## src/rtl/uart_tx_serializer.sv

```systemverilog
// uart_tx_serializer
// Transmit half of the UART peripheral. Shifts one byte out on tx_o as an
// asynchronous frame: a start bit, then 8 data bits LSB first, then an
// optional parity bit, then 1 or 2 stop bits.
// tx_rdy_o pulses for one cycle when a frame ends. That pulse clears the send
// bit in the control register. The FSM then waits in WAIT_CLR until send_i
// drops, so the same request cannot start a second frame.
// All outputs come straight from flops. The next-state logic computes the
// value each output takes after the coming edge.

module uart_tx_serializer #(
   parameter int CLKS_PER_BIT = 868,
   parameter bit PARITY_EN    = 1'b0,
   parameter bit PARITY_ODD   = 1'b0,
   parameter int STOP_BITS    = 1
) (
   input  logic       clk_i,
   input  logic       reset_i,
   input  logic       send_i,
   input  logic [7:0] data_i,
   output logic       tx_o,
   output logic       busy_o,
   output logic       tx_rdy_o
);

   localparam int               CNT_W     = $clog2(CLKS_PER_BIT) + 1;
   localparam logic [CNT_W-1:0] CNT_LAST  = CNT_W'(CLKS_PER_BIT - 1);
   localparam logic             STOP_LAST = 1'(STOP_BITS - 1);

   typedef enum logic [2:0] {
      IDLE,
      START,
      DATA,
      PARITY,
      STOP,
      WAIT_CLR
   } state_t;

   state_t           state_q, state_d;
   logic [CNT_W-1:0] cnt_q, cnt_d;
   logic [2:0]       idx_q, idx_d;
   logic             stop_q, stop_d;
   logic [7:0]       shadow_q, shadow_d;
   logic             tx_d, busy_d, rdy_d;
   logic             bit_end;

   assign bit_end = (cnt_q == CNT_LAST);

   // State register and registered outputs; a synchronous active-low reset aborts any frame in flight
   always_ff @(posedge clk_i) begin
      if (!reset_i) begin
         state_q  <= IDLE;
         cnt_q    <= '0;
         idx_q    <= '0;
         stop_q   <= 1'b0;
         shadow_q <= '0;
         tx_o     <= 1'b1;
         busy_o   <= 1'b0;
         tx_rdy_o <= 1'b0;
      end else begin
         state_q  <= state_d;
         cnt_q    <= cnt_d;
         idx_q    <= idx_d;
         stop_q   <= stop_d;
         shadow_q <= shadow_d;
         tx_o     <= tx_d;
         busy_o   <= busy_d;
         tx_rdy_o <= rdy_d;
      end
   end

   // Next state plus the next value of each output; the baud counter restarts at every bit boundary and state entry
   always_comb begin
      state_d  = state_q;
      cnt_d    = cnt_q + 1'b1;
      idx_d    = idx_q;
      stop_d   = stop_q;
      shadow_d = shadow_q;
      tx_d     = tx_o;
      busy_d   = busy_o;
      rdy_d    = 1'b0;

      case (state_q)
         IDLE: begin
            cnt_d  = '0;
            tx_d   = 1'b1;
            busy_d = 1'b0;
            if (send_i) begin
               shadow_d = data_i;
               state_d  = START;
               tx_d     = 1'b0;
               busy_d   = 1'b1;
            end
         end
         START: begin
            if (bit_end) begin
               cnt_d   = '0;
               idx_d   = '0;
               state_d = DATA;
               tx_d    = shadow_q[0];
            end
         end
         DATA: begin
            if (bit_end) begin
               cnt_d = '0;
               if (idx_q == 3'd7) begin
                  if (PARITY_EN) begin
                     state_d = PARITY;
                     tx_d    = (^shadow_q) ^ PARITY_ODD;
                  end else begin
                     state_d = STOP;
                     stop_d  = 1'b0;
                     tx_d    = 1'b1;
                  end
               end else begin
                  idx_d = idx_q + 3'd1;
                  tx_d  = shadow_q[idx_q + 3'd1];
               end
            end
         end
         PARITY: begin
            if (bit_end) begin
               cnt_d   = '0;
               stop_d  = 1'b0;
               state_d = STOP;
               tx_d    = 1'b1;
            end
         end
         STOP: begin
            if (bit_end) begin
               cnt_d = '0;
               if (stop_q == STOP_LAST) begin
                  state_d = WAIT_CLR;
                  busy_d  = 1'b0;
                  rdy_d   = 1'b1;
               end else begin
                  stop_d = stop_q + 1'b1;
               end
            end
         end
         WAIT_CLR: begin
            cnt_d  = '0;
            tx_d   = 1'b1;
            busy_d = 1'b0;
            if (!send_i) begin
               state_d = IDLE;
            end
         end
         default: begin
            state_d = IDLE;
            cnt_d   = '0;
            tx_d    = 1'b1;
            busy_d  = 1'b0;
         end
      endcase
   end

endmodule

```

## config.mk

```make
export PLATFORM = sky130hd
export DESIGN_NAME = uart_tx_serializer
export DESIGN_NICKNAME = d
export VERILOG_FILES = /design/src/rtl/uart_tx_serializer.sv
export SDC_FILE = /design/constraint.sdc
export NUM_CORES = 1
export LEC_CHECK = 0
export CAP_MARGIN = 20
export CORE_AREA = 2 2 65 67
export CTS_CLUSTER_SIZE = 20
export DETAILED_ROUTE_END_ITERATION = 10
export DIE_AREA = 0 0 67 69
export GPL_TIMING_DRIVEN = 0
export PLACE_DENSITY_LB_ADDON = 0.08
export SYNTH_ARGS = -nofsm -noshare
export SYNTH_HDL_FRONTEND = slang
export SYNTH_SLANG_ARGS = --single-unit
```

## constraint.sdc

```tcl
create_clock -name clk_i -period 4.5 [get_ports clk_i]
set_input_delay 0.675 -clock clk_i [delete_from_list [all_inputs] [get_ports clk_i]]
set_output_delay 0.675 -clock clk_i [all_outputs]
set_load 0.05 [all_outputs]
```

Word-level counts from Yosys, hierarchy flattened. Index checks and enable logic that the tools add are counted.

Flip-flop bits (word level): 29. Bits in latches: 0. RAM bits: 0. Memory bits (read-only): 0. Bits of input ports: 11. Output and inout port bits: 3. Word-level logic and storage cells: 77. Memories kept: 0.

Add/sub/neg operators: 3. $mul: 0. Divide/modulo/power cells: 0. Order comparisons: 1. Equality and inequality tests: 16. Shift operators: 0. Multiplexer cells: 32. Bitwise logic cells: 4. Reductions and logical operators: 13.

Operator list (count): two-way mux 3 bit (11); inequality test 2 bit (second input constant) (9); one-hot mux 3 bit (6 select lines) (1); two-way mux 1 bit (15); adder 11 x 1 -> 11 bit (second input constant) (1); equality test 11 x 10 -> 1 bit (second input constant) (1); equality test 3 bit (second input constant) (3); AND reduction 4 bit (2); AND reduction 8 bit (1); equality test 3 x 2 -> 1 bit (second input constant) (2); one-hot mux 1 bit (3 select lines) (2); one-hot mux 3 bit (2 select lines) (1); AND reduction 3 bit (2); OR reduction 3 bit (2); one-hot mux 1 bit (5 select lines) (1); AND reduction 5 bit (1); less-than comparator 3 x 4 -> 1 bit (second input constant) (1); inverter 1 bit (4); OR reduction 4 bit (1); adder 3 x 1 -> 3 bit (second input constant) (1); binary-select mux 1 bit (select 3 bit) (1); equality test 3 x 1 -> 1 bit (second input constant) (1); zero test 3 bit (1); nonzero test 3 bit (1); 3 further kinds (3).

Logic depth before layout (Yosys ltp).
Word-level depth: 6. Depth in mapped cells: 7. Mapped depth without buffers: 6.

Worst setup path after synthesis. Ideal clock, no wire load.

Path kind: register to register. Start point: reg cnt_q[0]. End point: reg idx_q[0]. Setup time: 0.070 ns. Data arrival time: 1.966 ns. Required time: 4.430 ns. Path slack: 2.464 ns. Stages on the path, launching flop included: 7. Buffers on the path: 1. Clock period less this slack: 2.036 ns. Cells stage by stage: dfxtp_1 ha_1 nor4b_2 or4b_1 buf_2 or4_1 a21oi_1.

Longest elaborated chain between the ends: 3. Elaborated cells on any way between the ends: 4. Classes of those cells: eq/ne: 3; reduce/logical: 1.

RTL lines: from (decl) (RTL line 40) `logic [CNT_W-1:0] cnt_q, cnt_d;`; from (signal assigned) (RTL line 62) `cnt_q <= cnt_d;`; equality test 11 x 10 -> 1 bit * (RTL line 47) `assign bit_end = (cnt_q == CNT_LAST);`; inequality test 2 bit (no line); AND reduction 4 bit (no line) *; to (signal assigned) (RTL line 63) `idx_q <= idx_d;`; to (decl) (RTL line 41) `logic [2:0] idx_q, idx_d;`.

Mark *: on every way between the ends. The rest lies on a longest branch, timed or not. A chain may end at the register's enable or synchronous reset.

Final worst setup path. Same ends and word-level chain as after synthesis.

==> results.json <==
{
  "drc": 0,
  "setup_ws_ns": 2.25,
  "vias_per_cell": 4.94,
  "htreeDepth": 1,
  "fp.dieArea_mm2": 0.00462,
  "power.density_mw_per_mm2": 300,
  "syn_area_mm2": 0.00135,
  "worst-path-max-fanout": 10,
  "grt_max_degree": 16,
  "maxSlewHeadroom_pct": 53.3,
  "required_ns": 4.70,
  "crit_path_end_kind": "flop",
  "cts.clk_slew.worst_paths_ns": 0.10,
  "r2r_start": "cnt_q[0]",
  "ir_drop_v": 0.000139,
  "floorplan.die.width_um": 67,
  "cts.path.max_buffers": 2,
  "postLayoutCellArea_mm2": 0.00159,
  "io_pins": 14,
  "post-route-period-util_pct": 49.9,
  "status": "finished, final reports clean",
  "ys.flop_type": "dfxtp_1",
  "rsz0062_at_grt": "no",
  "skew_ns": 0.00309,
  "cap_viol_max_count": 0,
  "highest_layer": "met4",
  "ff2ff_setup_slack_ns": 2.25,
  "gp_congestion": 0.762,
  "cts_tree": "built",
  "hold_violations": 0,
  "finalSetupViolCount": 0,
  "leakage_uw": 0.000530,
  "m1WireLength_mm": 1.31,
  "grt_pass1_vias": 1088,
  "netlist.area_leader.share_pct": 41.7,
  "synth_top_area_cell": "dfxtp_1",
  "wl_mm": 2.84,
  "fp.dieH_um": 69,
  "worstSetupPathType": "flop to flop",
  "post-cts-setup-buffer-count": 0,
  "core-area_mm2": 0.00391,
  "antenna_cells": 0,
  "ys_seq_area_share_pct": 41.7,
  "hold_end": "shadow_q[5]",
  "arrival_ns": 2.45,
  "r2r_end": "idx_q[0]",
  "drv_slew": 0,
  "syn_inst": 160,
  "vias": 1121,
  "dp_hpwl_mm": 2.13,
  "p_total_uw": 478,
  "clock_sink_count": 28,
  "dr.pass1.iters": 4,
  "hold_ws_ns": 0.463,
  "yosys-top-cells-area": "dfxtp_1 (42%), nand2_1 (6.7%), nor2_1 (5.6%)",
  "reg2regPathDepth": 6,
  "numPortBuffers": 13,
  "tightest_slew_ns": 0.699,
  "drive_above_1_share_pct": 5.65,
  "drt-wirelength-per-cell_um": 12.5,
  "preCtsSetupSlack_ns": 2.25,
  "avgSynthCellArea_um2": 8.41,
  "min_path_cells": 2,
  "cts-resized-gates": 0,
  "numCtsBuffers": 3,
  "fin_nets": 192,
  "dr_wl_met3_um": 27,
  "synth.net_count": 174,
  "hp-start": "shadow_q[5]",
  "cts_hold_buffers": 0,
  "max_clock_freq_mhz": 445,
  "start_util_pct": 34.4,
  "period_minus_slack_ns": 2.25,
  "yosys_warnings": 0,
  "synth_edf_count": 0,
  "antenna_found_initial": 0,
  "wl_met2_mm": 1.49,
  "clkLatencyLatePin_ns": 0.27,
  "post_dp_cell_area_mm2": 0.00154,
  "ys_types": 37,
  "synth-seq-cells": 28,
  "area_growth_pct": 18.4,
  "clockRootBuffer": "clkbuf_8",
  "ys_async_sr_fraction_pct": 0,
  "grt_overflow_total": 0,
  "setup_tns_ns": 0,
  "rows": 23,
  "grt_usage_pct": 13.5,
  "min_path_type": "flop to flop",
  "drtAntennaViolNets": 0,
  "critPathLaunchType": "flop",
  "grt_pass1_wl_mm": 4.89,
  "drt_iter0_drc": 31
}
## through the flow
step | utilization, % | cells
floorplan | - | 160
CTS | 40.7 | 227
finish | 40.7 | 227
global placement | 39.3 | 223
detailed placement | 39.3 | 223
global route | 40.7 | 227
## power by group
group	switching [µW]	leakage, µW	internal, µW
Sequential	4.61	0.000228	256
Clock	77.0	0.0000288	78.3
Combinational	35.0	0.000273	26.7
## state kept, by name, indices dropped and copies added (netlist names)
name	cells
idx_q	3
busy_o	1
state_q	3
tx_rdy_o	1
cnt_q	11
tx_o	1
shadow_q	8
## worst max-delay path, stage by stage, from the launching register on
cell and delay (ns):
dfxtp_1 0.38, ha_1 0.23, nor4b_2 0.26, or4b_1 0.45, buf_2 0.19, or4_1 0.51, a21oi_1 0.16
## cells in the mapped netlist (2+ instances only)
library cell,count
clkbuf_1,6
nand3_1,6
mux4_2,2
nor3_1,2
nand2_1,24
xor2_1,2
ha_1,3
o31ai_1,2
nor4b_2,3
a21oi_1,14
o21ai_0,4
dfxtp_1,28
o21bai_1,2
nor3b_1,2
nand2b_1,3
xnor2_1,7
nor2_1,20
or4_1,2
o21a_1,2
nor4_1,2
nand4_1,2
inv_1,7
## placed cells by master (no fill, tap or decap), drive strengths merged, types with 4 or more instances in the layout
master / synthesis / routed
dfxtp: 28 / 28
nand2: 24 / 24
nor2: 20 / 20
a21oi: 14 / 14
clkdlybuf4s50: 0 / 13
clkbuf: 6 / 10
inv: 7 / 7
xnor2: 7 / 7
nand3: 6 / 6
o21ai: 4 / 4
## worst max-delay path by stage
stage | to | startpoint | cells after the start
2_1_floorplan | idx_q[0] | cnt_q[0] | 6
5_1_grt | cnt_q[3] | cnt_q[0] | 7
6_report | idx_q[0] | cnt_q[0] | 6
3_5_place_dp | shadow_q[0] | send_i | 4
4_1_cts | cnt_q[5] | cnt_q[0] | 7
3_3_place_gp | shadow_q[0] | send_i | 4
## kinds of logic (layout without fill, tap and decap cells)
kind of cell | Yosys count | in the layout | synth area share, %
simple gates | 73 | 73 | 27.7
buf+inv | 14 | 31 | 4.00
flops | 28 | 28 | 41.7
mux | 3 | 3 | 4.09
xor+xnor | 9 | 9 | 5.86
fa+ha+maj | 3 | 3 | 2.79
compound gates | 30 | 30 | 13.9
## cell type report
class                           count  area, µm²
Inverter                            7       26.3
Timing Repair Buffer               13        130
Tap cell                           50       62.6
Fill cell                         418       2320
Buffer                              7       27.5
Sequential cell                    28        561
Multi-Input combinational cell    118        731
Clock buffer                        4       55.1
## metal layers
metal,global-route usage [%],up-vias
met5,0,-
met4,4.08,0
met3,2.45,2
met2,23.3,1
met1,16.7,530
li1,-,588
(Power assumes the default switching activity.)
